$ cat src/rtl/culsans_pkg.sv
// Shared types for the culsans transaction limiter: ACE channel structs,
// shared-region rule descriptor and the shared-region address match helper.
package culsans_pkg;

  localparam int unsigned IdWidth        = 4;
  localparam int unsigned AddrWidth      = 64;
  localparam int unsigned DataWidth      = 64;
  localparam int unsigned MaxSharedRules = 4;

  typedef logic [IdWidth-1:0]   id_t;
  typedef logic [AddrWidth-1:0] addr_t;
  typedef logic [DataWidth-1:0] data_t;

  localparam addr_t DRAMBase = 64'h0000_0000_8000_0000;

  typedef struct packed {
    id_t        id;
    addr_t      addr;
    logic [7:0] len;
    logic [2:0] size;
    logic [1:0] burst;
    logic [2:0] snoop;
    logic [1:0] domain;
    logic [1:0] bar;
  } aw_chan_t;

  typedef struct packed {
    data_t                  data;
    logic [DataWidth/8-1:0] strb;
    logic                   last;
  } w_chan_t;

  typedef struct packed {
    id_t        id;
    logic [1:0] resp;
  } b_chan_t;

  typedef struct packed {
    id_t        id;
    addr_t      addr;
    logic [7:0] len;
    logic [2:0] size;
    logic [1:0] burst;
    logic [3:0] snoop;
    logic [1:0] domain;
    logic [1:0] bar;
  } ar_chan_t;

  typedef struct packed {
    id_t        id;
    data_t      data;
    logic [3:0] resp;
    logic       last;
  } r_chan_t;

  typedef struct packed {
    aw_chan_t aw;
    logic     aw_valid;
    w_chan_t  w;
    logic     w_valid;
    logic     b_ready;
    ar_chan_t ar;
    logic     ar_valid;
    logic     r_ready;
    logic     wack;
    logic     rack;
  } req_t;

  typedef struct packed {
    logic    aw_ready;
    logic    ar_ready;
    logic    w_ready;
    logic    b_valid;
    b_chan_t b;
    logic    r_valid;
    r_chan_t r;
  } resp_t;

  typedef struct packed {
    logic  valid;
    addr_t base;
    addr_t len;
  } rule_t;

  typedef rule_t [MaxSharedRules-1:0] rule_arr_t;

  typedef enum logic {ST_IDLE, ST_COMMIT} commit_state_e;

  // Subtracting first keeps base+len from overflowing at the top of the map.
  function automatic logic is_shared(input addr_t addr, input rule_arr_t rules);
    logic hit;
    hit = 1'b0;
    for (int i = 0; i < int'(MaxSharedRules); i++) begin
      if (rules[i].valid && (addr >= rules[i].base) && ((addr - rules[i].base) < rules[i].len))
        hit = 1'b1;
    end
    return hit;
  endfunction

endpackage

$ cat src/rtl/culsans_txn_counter.sv
// Outstanding-transaction up/down counter with limit (full) flag and an
// underflow pulse for a decrement that arrives while the count is zero.
module culsans_txn_counter #(
  parameter int unsigned Max  = 8,
  parameter int unsigned CntW = $clog2(Max + 1)
) (
  input  logic            clk_i,
  input  logic            rst_i,
  input  logic            inc,
  input  logic            dec,
  output logic [CntW-1:0] count,
  output logic            full,
  output logic            underflow
);

  logic [CntW-1:0] count_q;

  // NOTE: state registers use non-blocking assignments so every flop samples
  // pre-edge values regardless of process ordering.
  always_ff @(posedge clk_i) begin
    if (rst_i) begin
      count_q <= '0;
    end else if (inc && !dec && !full) begin
      count_q <= count_q + CntW'(1);
    end else if (dec && !inc && (count_q != '0)) begin
      count_q <= count_q - CntW'(1);
    end
  end

  assign count     = count_q;
  assign full      = (count_q == CntW'(Max));
  assign underflow = dec && !inc && (count_q == '0);

endmodule

$ cat src/rtl/culsans_txn_limiter.sv
// Per-core ACE port guard: limits outstanding AR/AW bursts and holds shared
// reads behind in-flight shared writes. Optional macro: CULSANS_TXN_PERF_EN.
module culsans_txn_limiter
  import culsans_pkg::*;
#(
  parameter int unsigned                    MaxRdTxns     = 8,
  parameter int unsigned                    MaxWrTxns     = 8,
  parameter int unsigned                    NrSharedRules = 1,
  parameter addr_t [NrSharedRules-1:0]      SharedBase    = {DRAMBase + 64'h4_0000},
  parameter addr_t [NrSharedRules-1:0]      SharedLength  = {64'h4_0000},
  parameter type                            req_t         = culsans_pkg::req_t,
  parameter type                            resp_t        = culsans_pkg::resp_t
) (
  input  logic                               clk_i,
  input  logic                               rst_i,
  input  req_t                               slv_req_i,
  output resp_t                              slv_resp_o,
  output req_t                               mst_req_o,
  input  resp_t                              mst_resp_i,
  output logic [$clog2(MaxRdTxns+1)-1:0]     rd_outstanding_o,
  output logic [$clog2(MaxWrTxns+1)-1:0]     wr_outstanding_o,
  output logic                               busy_o,
  output logic                               err_o,
  output logic [31:0]                        ar_stall_cycles_o,
  output logic [31:0]                        aw_stall_cycles_o
);

  localparam int unsigned RdW    = $clog2(MaxRdTxns + 1);
  localparam int unsigned WrW    = $clog2(MaxWrTxns + 1);
  localparam int unsigned NrUsed = (NrSharedRules < MaxSharedRules) ? NrSharedRules : MaxSharedRules;

  rule_arr_t     rules;
  logic          ar_shared, aw_shared;
  logic          ar_block, aw_block;
  logic          ar_commit, aw_commit;
  logic          ar_hs, aw_hs, r_last_hs, b_hs;
  logic          sh_dec;
  logic [RdW-1:0] rd_cnt;
  logic [WrW-1:0] wr_cnt, sh_cnt;
  logic          rd_full, wr_full, sh_full;
  logic          rd_uf, wr_uf, sh_uf;
  logic          err_q;
  logic [2**IdWidth-1:0] sh_tbl_q;
  commit_state_e ar_state_q, ar_state_d, aw_state_q, aw_state_d;

  always_comb begin
    rules = '0;
    for (int i = 0; i < int'(NrUsed); i++) begin
      rules[i].valid = 1'b1;
      rules[i].base  = SharedBase[i];
      rules[i].len   = SharedLength[i];
    end
  end

  assign ar_shared = is_shared(slv_req_i.ar.addr, rules);
  assign aw_shared = is_shared(slv_req_i.aw.addr, rules);

  // sh_cnt never exceeds wr_cnt, so its full flag only ever coincides with wr_full.
  assign ar_block = rd_full || (ar_shared && (sh_cnt != '0));
  assign aw_block = wr_full || sh_full;

  always_comb begin
    mst_req_o           = slv_req_i;
    mst_req_o.ar_valid  = slv_req_i.ar_valid && (!ar_block || ar_commit);
    mst_req_o.aw_valid  = slv_req_i.aw_valid && (!aw_block || aw_commit);
    slv_resp_o          = mst_resp_i;
    slv_resp_o.ar_ready = mst_resp_i.ar_ready && (!ar_block || ar_commit);
    slv_resp_o.aw_ready = mst_resp_i.aw_ready && (!aw_block || aw_commit);
  end

  assign ar_hs     = mst_req_o.ar_valid && mst_resp_i.ar_ready;
  assign aw_hs     = mst_req_o.aw_valid && mst_resp_i.aw_ready;
  assign r_last_hs = mst_resp_i.r_valid && slv_req_i.r_ready && mst_resp_i.r.last;
  assign b_hs      = mst_resp_i.b_valid && slv_req_i.b_ready;
  assign sh_dec    = b_hs && sh_tbl_q[mst_resp_i.b.id];

  culsans_txn_counter #(.Max(MaxRdTxns), .CntW(RdW)) i_rd_cnt (
    .clk_i, .rst_i, .inc(ar_hs), .dec(r_last_hs),
    .count(rd_cnt), .full(rd_full), .underflow(rd_uf)
  );

  culsans_txn_counter #(.Max(MaxWrTxns), .CntW(WrW)) i_wr_cnt (
    .clk_i, .rst_i, .inc(aw_hs), .dec(b_hs),
    .count(wr_cnt), .full(wr_full), .underflow(wr_uf)
  );

  culsans_txn_counter #(.Max(MaxWrTxns), .CntW(WrW)) i_sh_wr_cnt (
    .clk_i, .rst_i, .inc(aw_hs && aw_shared), .dec(sh_dec),
    .count(sh_cnt), .full(sh_full), .underflow(sh_uf)
  );

  // NOTE: this per-ID table is reset like any other state; a stale shared bit
  // surviving reset would later decrement sh_cnt for a non-shared write.
  always_ff @(posedge clk_i) begin
    if (rst_i) begin
      sh_tbl_q <= '0;
      err_q    <= 1'b0;
    end else begin
      if (b_hs) sh_tbl_q[mst_resp_i.b.id] <= 1'b0;
      if (aw_hs && aw_shared) sh_tbl_q[slv_req_i.aw.id] <= 1'b1;
      if (rd_uf || wr_uf || sh_uf) err_q <= 1'b1;
    end
  end

  // Commit FSMs: once valid is shown downstream it must stay up until ready.
  always_ff @(posedge clk_i) begin
    if (rst_i) begin
      ar_state_q <= ST_IDLE;
      aw_state_q <= ST_IDLE;
    end else begin
      ar_state_q <= ar_state_d;
      aw_state_q <= aw_state_d;
    end
  end

  // NOTE: every combinational output gets a default first so no path leaves it
  // unassigned, which would otherwise infer a latch.
  always_comb begin
    ar_state_d = ar_state_q;
    aw_state_d = aw_state_q;
    case (ar_state_q)
      ST_IDLE:   if (mst_req_o.ar_valid && !mst_resp_i.ar_ready) ar_state_d = ST_COMMIT;
      ST_COMMIT: if (mst_resp_i.ar_ready) ar_state_d = ST_IDLE;
      default:   ar_state_d = ST_IDLE;
    endcase
    case (aw_state_q)
      ST_IDLE:   if (mst_req_o.aw_valid && !mst_resp_i.aw_ready) aw_state_d = ST_COMMIT;
      ST_COMMIT: if (mst_resp_i.aw_ready) aw_state_d = ST_IDLE;
      default:   aw_state_d = ST_IDLE;
    endcase
  end

  always_comb begin
    ar_commit = (ar_state_q == ST_COMMIT);
    aw_commit = (aw_state_q == ST_COMMIT);
  end

  assign rd_outstanding_o = rd_cnt;
  assign wr_outstanding_o = wr_cnt;
  assign busy_o           = (rd_cnt != '0) || (wr_cnt != '0);
  assign err_o            = err_q;

`ifdef CULSANS_TXN_PERF_EN
  logic [31:0] ar_stall_q, aw_stall_q;

  always_ff @(posedge clk_i) begin
    if (rst_i) begin
      ar_stall_q <= '0;
      aw_stall_q <= '0;
    end else begin
      if (slv_req_i.ar_valid && ar_block && !ar_commit && !(&ar_stall_q))
        ar_stall_q <= ar_stall_q + 32'd1;
      if (slv_req_i.aw_valid && aw_block && !aw_commit && !(&aw_stall_q))
        aw_stall_q <= aw_stall_q + 32'd1;
    end
  end

  assign ar_stall_cycles_o = ar_stall_q;
  assign aw_stall_cycles_o = aw_stall_q;
`else
  assign ar_stall_cycles_o = '0;
  assign aw_stall_cycles_o = '0;
`endif

endmodule

$ cat config.mk
export PLATFORM = sky130hd
export DESIGN_NAME = culsans_txn_limiter
export DESIGN_NICKNAME = d
export VERILOG_FILES = /design/src/rtl/culsans_pkg.sv /design/src/rtl/culsans_txn_counter.sv /design/src/rtl/culsans_txn_limiter.sv
export SDC_FILE = /design/constraint.sdc
export NUM_CORES = 1
export LEC_CHECK = 0
export CAP_MARGIN = 40
export CORE_AREA = 2 2 292 294
export CTS_BUF_LIST = sky130_fd_sc_hd__clkbuf_16
export DETAILED_ROUTE_END_ITERATION = 8
export DIE_AREA = 0 0 294 296
export PLACE_DENSITY = 0.36
export RECOVER_POWER = 100
export SLEW_MARGIN = 20
export SYNTH_ARGS = -nofsm -noshare
export SYNTH_HDL_FRONTEND = slang
export SYNTH_HIERARCHICAL = 1
export SYNTH_SLANG_ARGS = --single-unit
export TNS_END_PERCENT = 10
$ cat constraint.sdc
create_clock -name clk_i -period 7 [get_ports clk_i]
set_input_delay 2.1 -clock clk_i [delete_from_list [all_inputs] [get_ports clk_i]]
set_output_delay 2.1 -clock clk_i [all_outputs]
set_load 0.1 [all_outputs]
==> run_results.csv <==
group,metric,value,unit
critical_path,cp.depth,10,
grt,grt.total_usage,5.527,%
power_and_ir_drop,power_density,183.1,nW/um2
worst_hold_path,hp-class,"reg -> reg",
detailed_routing,num_vias,5209,
placement,portBuffers,229,
logic_synthesis,synth_area,6342,um2
clock_network,cts_hold_buf,0,
status,status,"finished clean",
power_and_ir_drop,p_seq_share,14.6,%
critical_path,path_cells,"clkdlybuf4s50_1, or3_4, buf_4, nor4b_4, mux2i_2, nor4_2, nand4b_1, o41ai_4, a21boi_2, buf_12",
grt,antenna_found_initial,3,
critical_path,worstPathArrival,4.80,ns
die,die-area,87020,um2
power_and_ir_drop,p_switching,0.8254,mW
logic_synthesis,synth_area_leaders,"buf_4, dfxtp_1, mux4_2, o41ai_2, nor2_1",
worst_hold_path,hold_depth,1,
logic_synthesis,netlist_instances,813,
die,fp.dieW,294,um
critical_path,worstPathRequired,4.90,ns
critical_path,path_class,"in -> out",
sta,fin_crit,6.897,ns
cells_and_area,post-route-util,9.384,%
clock_network,cts_tree,"yes",
logic_synthesis,avgSynthCellArea,7.801,um2
logic_synthesis,yosysUniqueCellTypes,68,
clock_network,numClockSinks,31,
critical_path,critPathTopFamily,"simple AND/OR/NAND/NOR gates",
power_and_ir_drop,power.total,1.447,mW
sta,hold_ws,0.4668,ns
clock_network,clk_root_buffer_cell,"clkbuf_16",
clock_network,cts_buffer_depth,2,
logic_synthesis,yosys-top-cells-count,"buf_4, nor2_1, nand2_1, dfxtp_1, nor3_1",
power_and_ir_drop,power.internal,0.6219,mW
sta,fin_skew,0.01504,ns
detailed_routing,antenna_left,0,
clock_network,cts_buffers,5,
die,rows,107,
logic_synthesis,synth.most_common_cell,"buf_4",
detailed_routing,drt_iter0_drc,203,
logic_synthesis,synth-async-reset-ratio,0,%
logic_synthesis,ys_seq_elements,31,
placement,place_ws,-0.3669,ns
detailed_routing,drt_wl_total,25.72,mm
cells_and_area,design_area,7903,um2
logic_synthesis,yosysWarnings,6,
grt,grt_pass1_vias,5129,
sta,worst_pin_slew,1.416,ns
power_and_ir_drop,peakVddDrop,0.08527,mV
detailed_routing,wl_per_cell,13.81,um
grt,grt_pass1_wl,34.73,mm
critical_path,reg2reg_to,"i_sh_wr_cnt/count[3]",
placement,hpwlAfterDp,21.83,mm
cells_and_area,diodes,0,
detailed_routing,first_pass_iters,5,
critical_path,worstRegToRegCells,16,
power_and_ir_drop,clkPwrFrac,19.3,%
critical_path,crit_path_max_incr_delay,0.45,ns
sta,fmax,145.0,MHz
worst_hold_path,whs_endpoint,"ar_commit",
detailed_routing,routed_via_density,2.798,
clock_network,htreeDepth,2,
critical_path,slowest_stage,"clkdlybuf4s50_1",
critical_path,cp_num_buf_inv,3,
logic_synthesis,ys.flop_type,"dfxtp_1",
power_and_ir_drop,p_leak,2.902,nW
flow_run,maxCapViolCount,0,
logic_synthesis,synth_edf_count,0,
critical_path,cp-start-kind,"input pin",
placement,place_area,7561,um2
logic_synthesis,yosysTopAreaCell,"buf_4",
critical_path,r2r_slack,2.79,ns
sta,hold_viol_final,0,
clock_network,clock_latency,0.30,ns
sta,max-slew-margin-rel,5.591,%
logic_synthesis,synth_top_area_share,47.58,%
die,ios,758,
sta,slew_viol_final,0,
power_and_ir_drop,p_sw_share,57.03,%
cells_and_area,drive_gt1_share,32.77,%
detailed_routing,drc,0,
critical_path,rr_startpoint,"i_wr_cnt/count[1]",
grt,grt_overflow,0,
placement,gp_congestion,0.8293,
sta,setup_slack,0.1030,ns
cells_and_area,fin_nets,1123,
sta,fin_crit_sh,98.53,%
die,start_util,7.532,%
grt,grt_max_degree,19,
die,core_area,84210,um2
clock_network,path_clk_slew,0.07,ns
critical_path,worst_setup_path_end_kind,"output port",
logic_synthesis,seq_area_frac_synth,9.785,%
worst_hold_path,hold_start,"ar_commit",
critical_path,cp_max_fo,3,
sta,finalSetupViolations,0,
cells_and_area,synthToLayoutAreaGrowth,24.60,%
power_and_ir_drop,pwr-share-comb,66.2,%
die,die-height,296,um
==> cells in the final DEF, fill, tap and decap left out, types with 12 or more instances in the layout <==
cell type	count
conb_1	64
nor2_1	45
nand2_1	33
nor3_1	26
nand3_1	21
clkdlybuf4s50_1	86
inv_1	13
nand2b_1	12
dfxtp_1	31
buf_4	164
dlygate4sd2_1	15
==> stage by stage <==
stage,setup TNS (ns),std cells
3_5_place_dp,-0.7305,1845
2_1_floorplan,-1.036,876
5_1_grt,-0.04505,1862
4_1_cts,0,1859
3_3_place_gp,-0.7591,1835
6_report,0,1862
==> area by class of cell <==
class | instances | area [um2]
clock inverter | 3 | 43.79
fill | 9814 | 76310
inverter | 13 | 48.80
sequential | 31 | 620.6
timing repair buffer | 301 | 2719
multi-input combinational | 419 | 2982
clock buffer | 5 | 125.1
tap | 1090 | 1364
==> how the worst max path moves through the flow <==
| stage | from | end |
|---|---|---|
| global route | slv_req_i[50] | slv_resp_o[82] |
| floorplan | slv_req_i[57] | mst_req_o[3] |
| global placement | slv_req_i[73] | mst_req_o[3] |
| CTS | slv_req_i[58] | slv_resp_o[82] |
| finish | slv_req_i[50] | slv_resp_o[82] |
| detailed placement | slv_req_i[73] | slv_resp_o[82] |
==> metal layers <==
layer | track usage [%] | wire [um] | vias to the layer above
met2 | 9.940 | 12670 | 405
met3 | 2.098 | 2533 | 114
met5 | 0 | 0 | -
met1 | 5.101 | 8624 | 2402
met4 | 4.082 | 1892 | 0
li1 | - | - | 2288
==> power groups by stage <==
| stage | logic [mW] | clock network (mW) | registers [mW] |
|---|---|---|---|
| 5_1_grt | 1.00 | 0.305 | 0.214 |
| 3_3_place_gp | 0.888 | 0 | 0.215 |
| 4_1_cts | 0.975 | 0.303 | 0.211 |
| 2_1_floorplan | 1.26 | 0 | 0.279 |
| 3_5_place_dp | 0.968 | 0 | 0.215 |
| 6_report | 0.958 | 0.279 | 0.211 |
==> kinds of logic (layout without fill, tap and decap cells) <==
| logic type | count (synthesis) | in the layout | synth area share, % |
|---|---|---|---|
| AO/OA/AOI/OAI | 90 | 90 | 12.61 |
| XOR/XNOR | 14 | 14 | 1.933 |
| adder cells (fa/ha/maj) | 9 | 9 | 2.131 |
| buffers and inverters | 426 | 322 | 49.24 |
| flip-flops | 31 | 31 | 9.785 |
| multiplexers | 11 | 11 | 3.334 |
| other | 1 | 64 | 0.05913 |
| AND/OR/NAND/NOR | 231 | 231 | 20.91 |
==> flip-flops by register name, indices dropped and copies added, names as in the netlist <==
signal and count:
i_sh_wr_cnt/count 4, ar_commit 1, sh_tbl_q 16, i_rd_cnt/count 4, aw_commit 1, i_wr_cnt/count 4, err_o 1
==> what timing repair did <==
| item | in CTS | in global routing |
|---|---|---|
| setup endpoints to repair | 2 | 2 |
| buffers inserted | 6 | 4 |
| endpoints found under the hold margin | 0 | 0 |
| pin swaps | 15 | 14 |
| resized for setup | 58 | 8 |
Note: power is estimated with default switching activity, not from simulation.
